$ cat src/rtl/button_debounce.sv
// One button channel: pin synchroniser, debounce filter and the event pulses
// (pressed / released / held) derived from the clean level.
module button_debounce #(
  parameter bit ACTIVE_LOW      = 1'b1,
  parameter int DEBOUNCE_CYCLES = 1330000,
  parameter int HOLD_CYCLES     = 133000000
) (
  input  logic clock,
  input  logic reset,
  input  logic button,
  output logic state,
  output logic pressed,
  output logic released,
  output logic held
);

  localparam int DB_W   = $clog2(DEBOUNCE_CYCLES);
  localparam int HOLD_W = $clog2(HOLD_CYCLES) + 1;

  localparam logic [DB_W-1:0]   DB_LAST   = DB_W'(DEBOUNCE_CYCLES - 1);
  localparam logic [HOLD_W-1:0] HOLD_MAX  = HOLD_W'(HOLD_CYCLES);
  localparam logic [HOLD_W-1:0] HOLD_FIRE = HOLD_W'(HOLD_CYCLES - 1);
  localparam logic              IDLE_PIN  = ACTIVE_LOW;

  logic              sync_p0, sync_p1, sync_p2;
  logic [DB_W-1:0]   db_cnt;
  logic [HOLD_W-1:0] hold_cnt;
  logic              accept;

  // p0/p1 form the metastability synchroniser; p2 holds the level normalised
  // to 1 = pressed, so the filter never sees a raw pin.
  always_ff @(posedge clock) begin
    if (reset) begin
      sync_p0 <= IDLE_PIN;
      sync_p1 <= IDLE_PIN;
      sync_p2 <= 1'b0;
    end else begin
      sync_p0 <= button;
      sync_p1 <= sync_p0;
      sync_p2 <= sync_p1 ^ IDLE_PIN;
    end
  end

  assign accept = (sync_p2 != state) && (db_cnt == DB_LAST);

  // Debounce stage: any return to the accepted level restarts the count.
  always_ff @(posedge clock) begin
    if (reset) begin
      state    <= 1'b0;
      db_cnt   <= '0;
      pressed  <= 1'b0;
      released <= 1'b0;
    end else begin
      pressed  <= accept && sync_p2;
      released <= accept && !sync_p2;
      if (sync_p2 == state) begin
        db_cnt <= '0;
      end else if (accept) begin
        state  <= sync_p2;
        db_cnt <= '0;
      end else begin
        db_cnt <= db_cnt + DB_W'(1);
      end
    end
  end

  // Hold stage: the press edge loads 1 so the first pressed cycle counts;
  // saturation keeps held to a single pulse per press.
  always_ff @(posedge clock) begin
    if (reset) begin
      hold_cnt <= '0;
      held     <= 1'b0;
    end else begin
      held <= state && (hold_cnt == HOLD_FIRE);
      if (accept && sync_p2) begin
        hold_cnt <= HOLD_W'(1);
      end else if (!state) begin
        hold_cnt <= '0;
      end else if (hold_cnt != HOLD_MAX) begin
        hold_cnt <= hold_cnt + HOLD_W'(1);
      end
    end
  end

endmodule

$ cat src/rtl/button_reader.sv
// Board button front end: WIDTH independent debounced channels publishing a
// clean level plus one-cycle press, release and long-hold pulses.
module button_reader #(
  parameter int WIDTH           = 4,
  parameter bit ACTIVE_LOW      = 1'b1,
  parameter int DEBOUNCE_CYCLES = 1330000,
  parameter int HOLD_CYCLES     = 133000000
) (
  input  logic             clock,
  input  logic             reset,
  input  logic [WIDTH-1:0] buttons,
  output logic [WIDTH-1:0] state,
  output logic [WIDTH-1:0] pressed,
  output logic [WIDTH-1:0] released,
  output logic [WIDTH-1:0] held
);

  for (genvar i = 0; i < WIDTH; i++) begin : g_ch
    button_debounce #(
      .ACTIVE_LOW      (ACTIVE_LOW),
      .DEBOUNCE_CYCLES (DEBOUNCE_CYCLES),
      .HOLD_CYCLES     (HOLD_CYCLES)
    ) u_ch (
      .clock    (clock),
      .reset    (reset),
      .button   (buttons[i]),
      .state    (state[i]),
      .pressed  (pressed[i]),
      .released (released[i]),
      .held     (held[i])
    );
  end

endmodule

$ cat config.mk
export PLATFORM = sky130hd
export DESIGN_NAME = button_reader
export DESIGN_NICKNAME = d
export VERILOG_FILES = /design/src/rtl/button_debounce.sv /design/src/rtl/button_reader.sv
export SDC_FILE = /design/constraint.sdc
export NUM_CORES = 1
export LEC_CHECK = 0
export ABC_AREA = 1
export BUFFER_PORTS_ARGS = -buffer_cell sky130_fd_sc_hd__clkbuf_2
export CAP_MARGIN = 20
export CORE_MARGIN = 4
export CORE_UTILIZATION = 53
export DETAILED_ROUTE_END_ITERATION = 6
export GPL_ROUTABILITY_DRIVEN = 1
export PLACE_DENSITY_LB_ADDON = 0.2
export RECOVER_POWER = 100
export SYNTH_ARGS = -nofsm -noshare
export SYNTH_HDL_FRONTEND = slang
export SYNTH_HIERARCHICAL = 1
export SYNTH_SLANG_ARGS = --single-unit
$ cat constraint.sdc
create_clock -name clock -period 1.6 [get_ports clock]
set_clock_uncertainty 0.05 [all_clocks]
set_input_delay 0.4 -clock clock [delete_from_list [all_inputs] [get_ports clock]]
set_output_delay 0.4 -clock clock [all_outputs]
set_load 0.005 [all_outputs]
==> out/qor.yml <==
synthesis:
  syn-cell-area_um2: 11800
  synth_register_bits: 224
  count_of_warnings_emitted_by_yosys: 6
  synthDominantCellAreaShare: 0.380
  post_synth_inst_count: 1768
  synthesis.area_per_instance_um2: 6.67
  yosysTopAreaCell: "dfxtp_1"
  synth.lib_cells_used.distinct: 34
  yosys-top-cells-area: "dfxtp_1 38%, nand2_1 14%, nor2_1 11%, inv_1 6.5%, nand3_1 5.4%"
  yosysSeqAreaShare: 0.380
  synthesis.nets: 1786
die:
  die_height_um: 157
  ioPinCount: 22
  floorplan_row_count: 54
  fp.coreArea_um2: 21900
  die_area_um2: 24700
  die_width_um: 157
  floorplan.initialDensity: 0.539
pwr:
  total_power_mw: 11.5
  p_per_area_nw_per_um2: 850
  ir_worst_vdd_mv: 0.768
  leakagePower_nw: 4.78
detailed_routing:
  avgRoutedWirePerCell_um: 12.2
  drt_pre_antenna_iters: 6
  drt_iter0_drc: 717
  drt-vias-per-instance: 5.12
  dr_total_vias: 11002
  drc_errors: 0
  antenna_left: 0
  totalWireLength_mm: 26.3
cells_and_area:
  numnets_final: 1869
  drive_above_1_share: 0.127
  syn_to_final_growth_pct: 15.2
  regMostFlops: "g_ch.u_ch/hold_cnt"
  insertedDiodeCount: 0
  num-fill-cells: 2039
  largest_register_ffs: 112
  reg_top3: "g_ch.u_ch/hold_cnt: 112 flops, g_ch.u_ch/db_cnt: 84 flops"
sta:
  layout_worst_path_cycle_share: 0.958
  period_minus_slack_ns: 1.53
  maxSlewHeadroom: 0.690
  final_hold_viol_count: 0
  worst-slew-pin-transition_ns: 0.466
  final-setup-viol-count: 0
  fmaxAchievable_mhz: 653
  pnr_worst_setup_slack_ns: 0.0679
  drv_slew: 0
critical_path:
  criticalPathCategory: "reg -> out"
  worst_setup_path_start_kind: "flop"
  crit_path_max_fanout: 3
  setup.worst_path.end_class: "output port"
  critPathRequiredTime_ns: 1.15
  worst-endpoint-arrival_ns: 1.08
placement:
  numPortBuffers: 21
  placement.setup.worst_slack_ns: 0.00957
  gp_routability_congestion: 0.898
  hpwlAfterDp_mm: 18.4
clock_network:
  tritoncts: "built"
  htree_levels: 1
  cts_made_buffers: 26
  clk_pin_slew_ns: 0.06
  cts.root.buffer_cell: "clkbuf_16"
  clock_insertion_delay_worst_skew_ns: 0.52
  ctsLongestPathBuffers: 3
  numClockSinks: 224
global_route:
  grt_antenna_before_repair: 0
  via_count_of_the_first_global_routing_pass: 9938
  gr-total-overflow: 0
  grt_first_pass_wirelength_mm: 43.8
  global_route_total_usage_across_every_layer: 0.202
  grt_max_degree: 22
min_path:
  worst_hold_path_type: "in -> reg"
job:
  timing.max_cap.violations: 0
run_status:
  result_of_the_run: "finished clean"
-- layer usage --
| layer | vias up | track usage | wire (um) |
|---|---|---|---|
| met5 | - | 0 | 0 |
| met4 | 0 | 0.0397 | 373 |
| met3 | 38 | 0.0272 | 1130 |
| met2 | 196 | 0.338 | 12000 |
| met1 | 4984 | 0.282 | 12800 |
| li1 | 5784 | - | - |
-- stage by stage --
stage | utilization | area, um^2 | TNS [ns] | cells | hold WS, ns
2_1_floorplan | - | 11800 | 0 | 1768 | 0.313
3_3_place_gp | 0.569 | 12400 | 0 | 2084 | 0.317
3_5_place_dp | 0.569 | 12400 | 0 | 2084 | 0.316
4_1_cts | 0.608 | 13300 | 0 | 2132 | 0.00602
5_1_grt | 0.621 | 13600 | -1.44 | 2150 | 0.0141
6_report | 0.621 | 13600 | 0 | 2150 | 0.0278
-- cells by family (layout without fill, tap and decap cells) --
logic type	after synthesis	in the layout	share of synthesized area
AND/OR/NAND/NOR	1088	1091	0.419
buffers and inverters	232	331	0.0793
flip-flops	224	224	0.380
AO/OA/AOI/OAI	168	168	0.0763
XOR/XNOR	44	44	0.0327
adder cells (fa/ha/maj)	12	12	0.0127
-- critical path, stage by stage (launching register included) --
cell and delay, ns:
dfxtp_1 0.33, buf_4 0.13, clkbuf_2 0.11
-- path summary, 6_finish.rpt --
kind | start | end | slack (ns) | depth (start not counted)
max | g_ch[2].u_ch/state | state[2] | 0.07 | 2
min | buttons[1] | g_ch[1].u_ch/sync_p0 | 0.03 | 2
max reg2reg | g_ch[2].u_ch/db_cnt[0] | g_ch[2].u_ch/db_cnt[16] | 0.08 | 9
min reg2reg | g_ch[3].u_ch/sync_p1 | g_ch[3].u_ch/sync_p2 | 0.33 | 1
-- power breakdown --
part           leakage (nW)  total (mW)  switching, mW  internal, mW
clock                 0.436        5.87           2.30          3.57
sequential             1.81        5.60        0.00615          5.59
combinational          2.52      0.0818         0.0466        0.0353
-- repair_timing --
action	CTS	global route
gates resized for setup	2	49
buffers inserted	0	11
setup endpoints to repair	2	125
pin swaps	0	8
endpoints found under the hold margin	1	0
cloned	0	7
hold buffers	1	0
-- synthesized netlist by cell type --
library cell and n:
nand4_1 44, or2_2 12, nor2_8 8, xor2_1 36, o21ai_1 4, nor2_1 340, nand3_2 4, a211oi_1 4
nor4_1 8, clkbuf_1 4, xnor2_1 8, nand3_1 128, a21oi_1 108, nand3b_1 4, buf_1 4, nor3_1 40
nor2_2 16, o21ai_0 32, inv_2 4, clkinv_2 4, o21bai_1 4, dfxtp_1 224, nand2_4 12, buf_6 4
o21a_1 8, a31oi_1 4, nor3b_1 8, buf_4 8, inv_1 204, nor2_4 20, nand2_2 4, a21oi_2 4
nand2_1 440, ha_1 12
-- layout make-up --
cell class / instances / area (um^2) / area share
inverter: 212 / 801 / 0.0589
sequential: 224 / 4510 / 0.331
tap: 280 / 350 / 0.0258
multi-input combinational: 1315 / 6490 / 0.477
clock inverter: 13 / 115 / 0.00847
clock buffer: 34 / 742 / 0.0546
timing repair buffer: 72 / 591 / 0.0435
-- placed cells by master, fill, tap and decap left out, types with 3 or more instances in the layout --
cell / Yosys / final
nand3_1: 128 / 122
inv_1: 204 / 197
o21a_1: 8 / 8
nor2_8: 8 / 8
nand3_2: 4 / 7
a31oi_1: 4 / 4
ha_1: 12 / 10
nor2_1: 340 / 335
buf_4: 8 / 37
clkbuf_2: 0 / 20
nand2_1: 440 / 439
xor2_1: 36 / 36
nor2_2: 16 / 21
nand2_4: 12 / 12
clkbuf_16: 0 / 31
clkbuf_8: 0 / 4
nand3b_1: 4 / 4
nor2_4: 20 / 23
nor3_1: 40 / 40
nand2_2: 4 / 5
dfxtp_1: 224 / 207
o21bai_1: 4 / 4
nand4_1: 44 / 44
inv_2: 4 / 11
or2_2: 12 / 12
nor3b_1: 8 / 8
clkinv_2: 4 / 15
buf_12: 0 / 4
dfxtp_2: 0 / 17
o21ai_0: 32 / 32
clkbuf_1: 4 / 9
o21ai_1: 4 / 4
a211oi_1: 4 / 4
xnor2_1: 8 / 8
a21oi_2: 4 / 4
nor4_1: 8 / 8
a21oi_1: 108 / 108
nand3_4: 0 / 3
(Power assumes the default switching activity.)
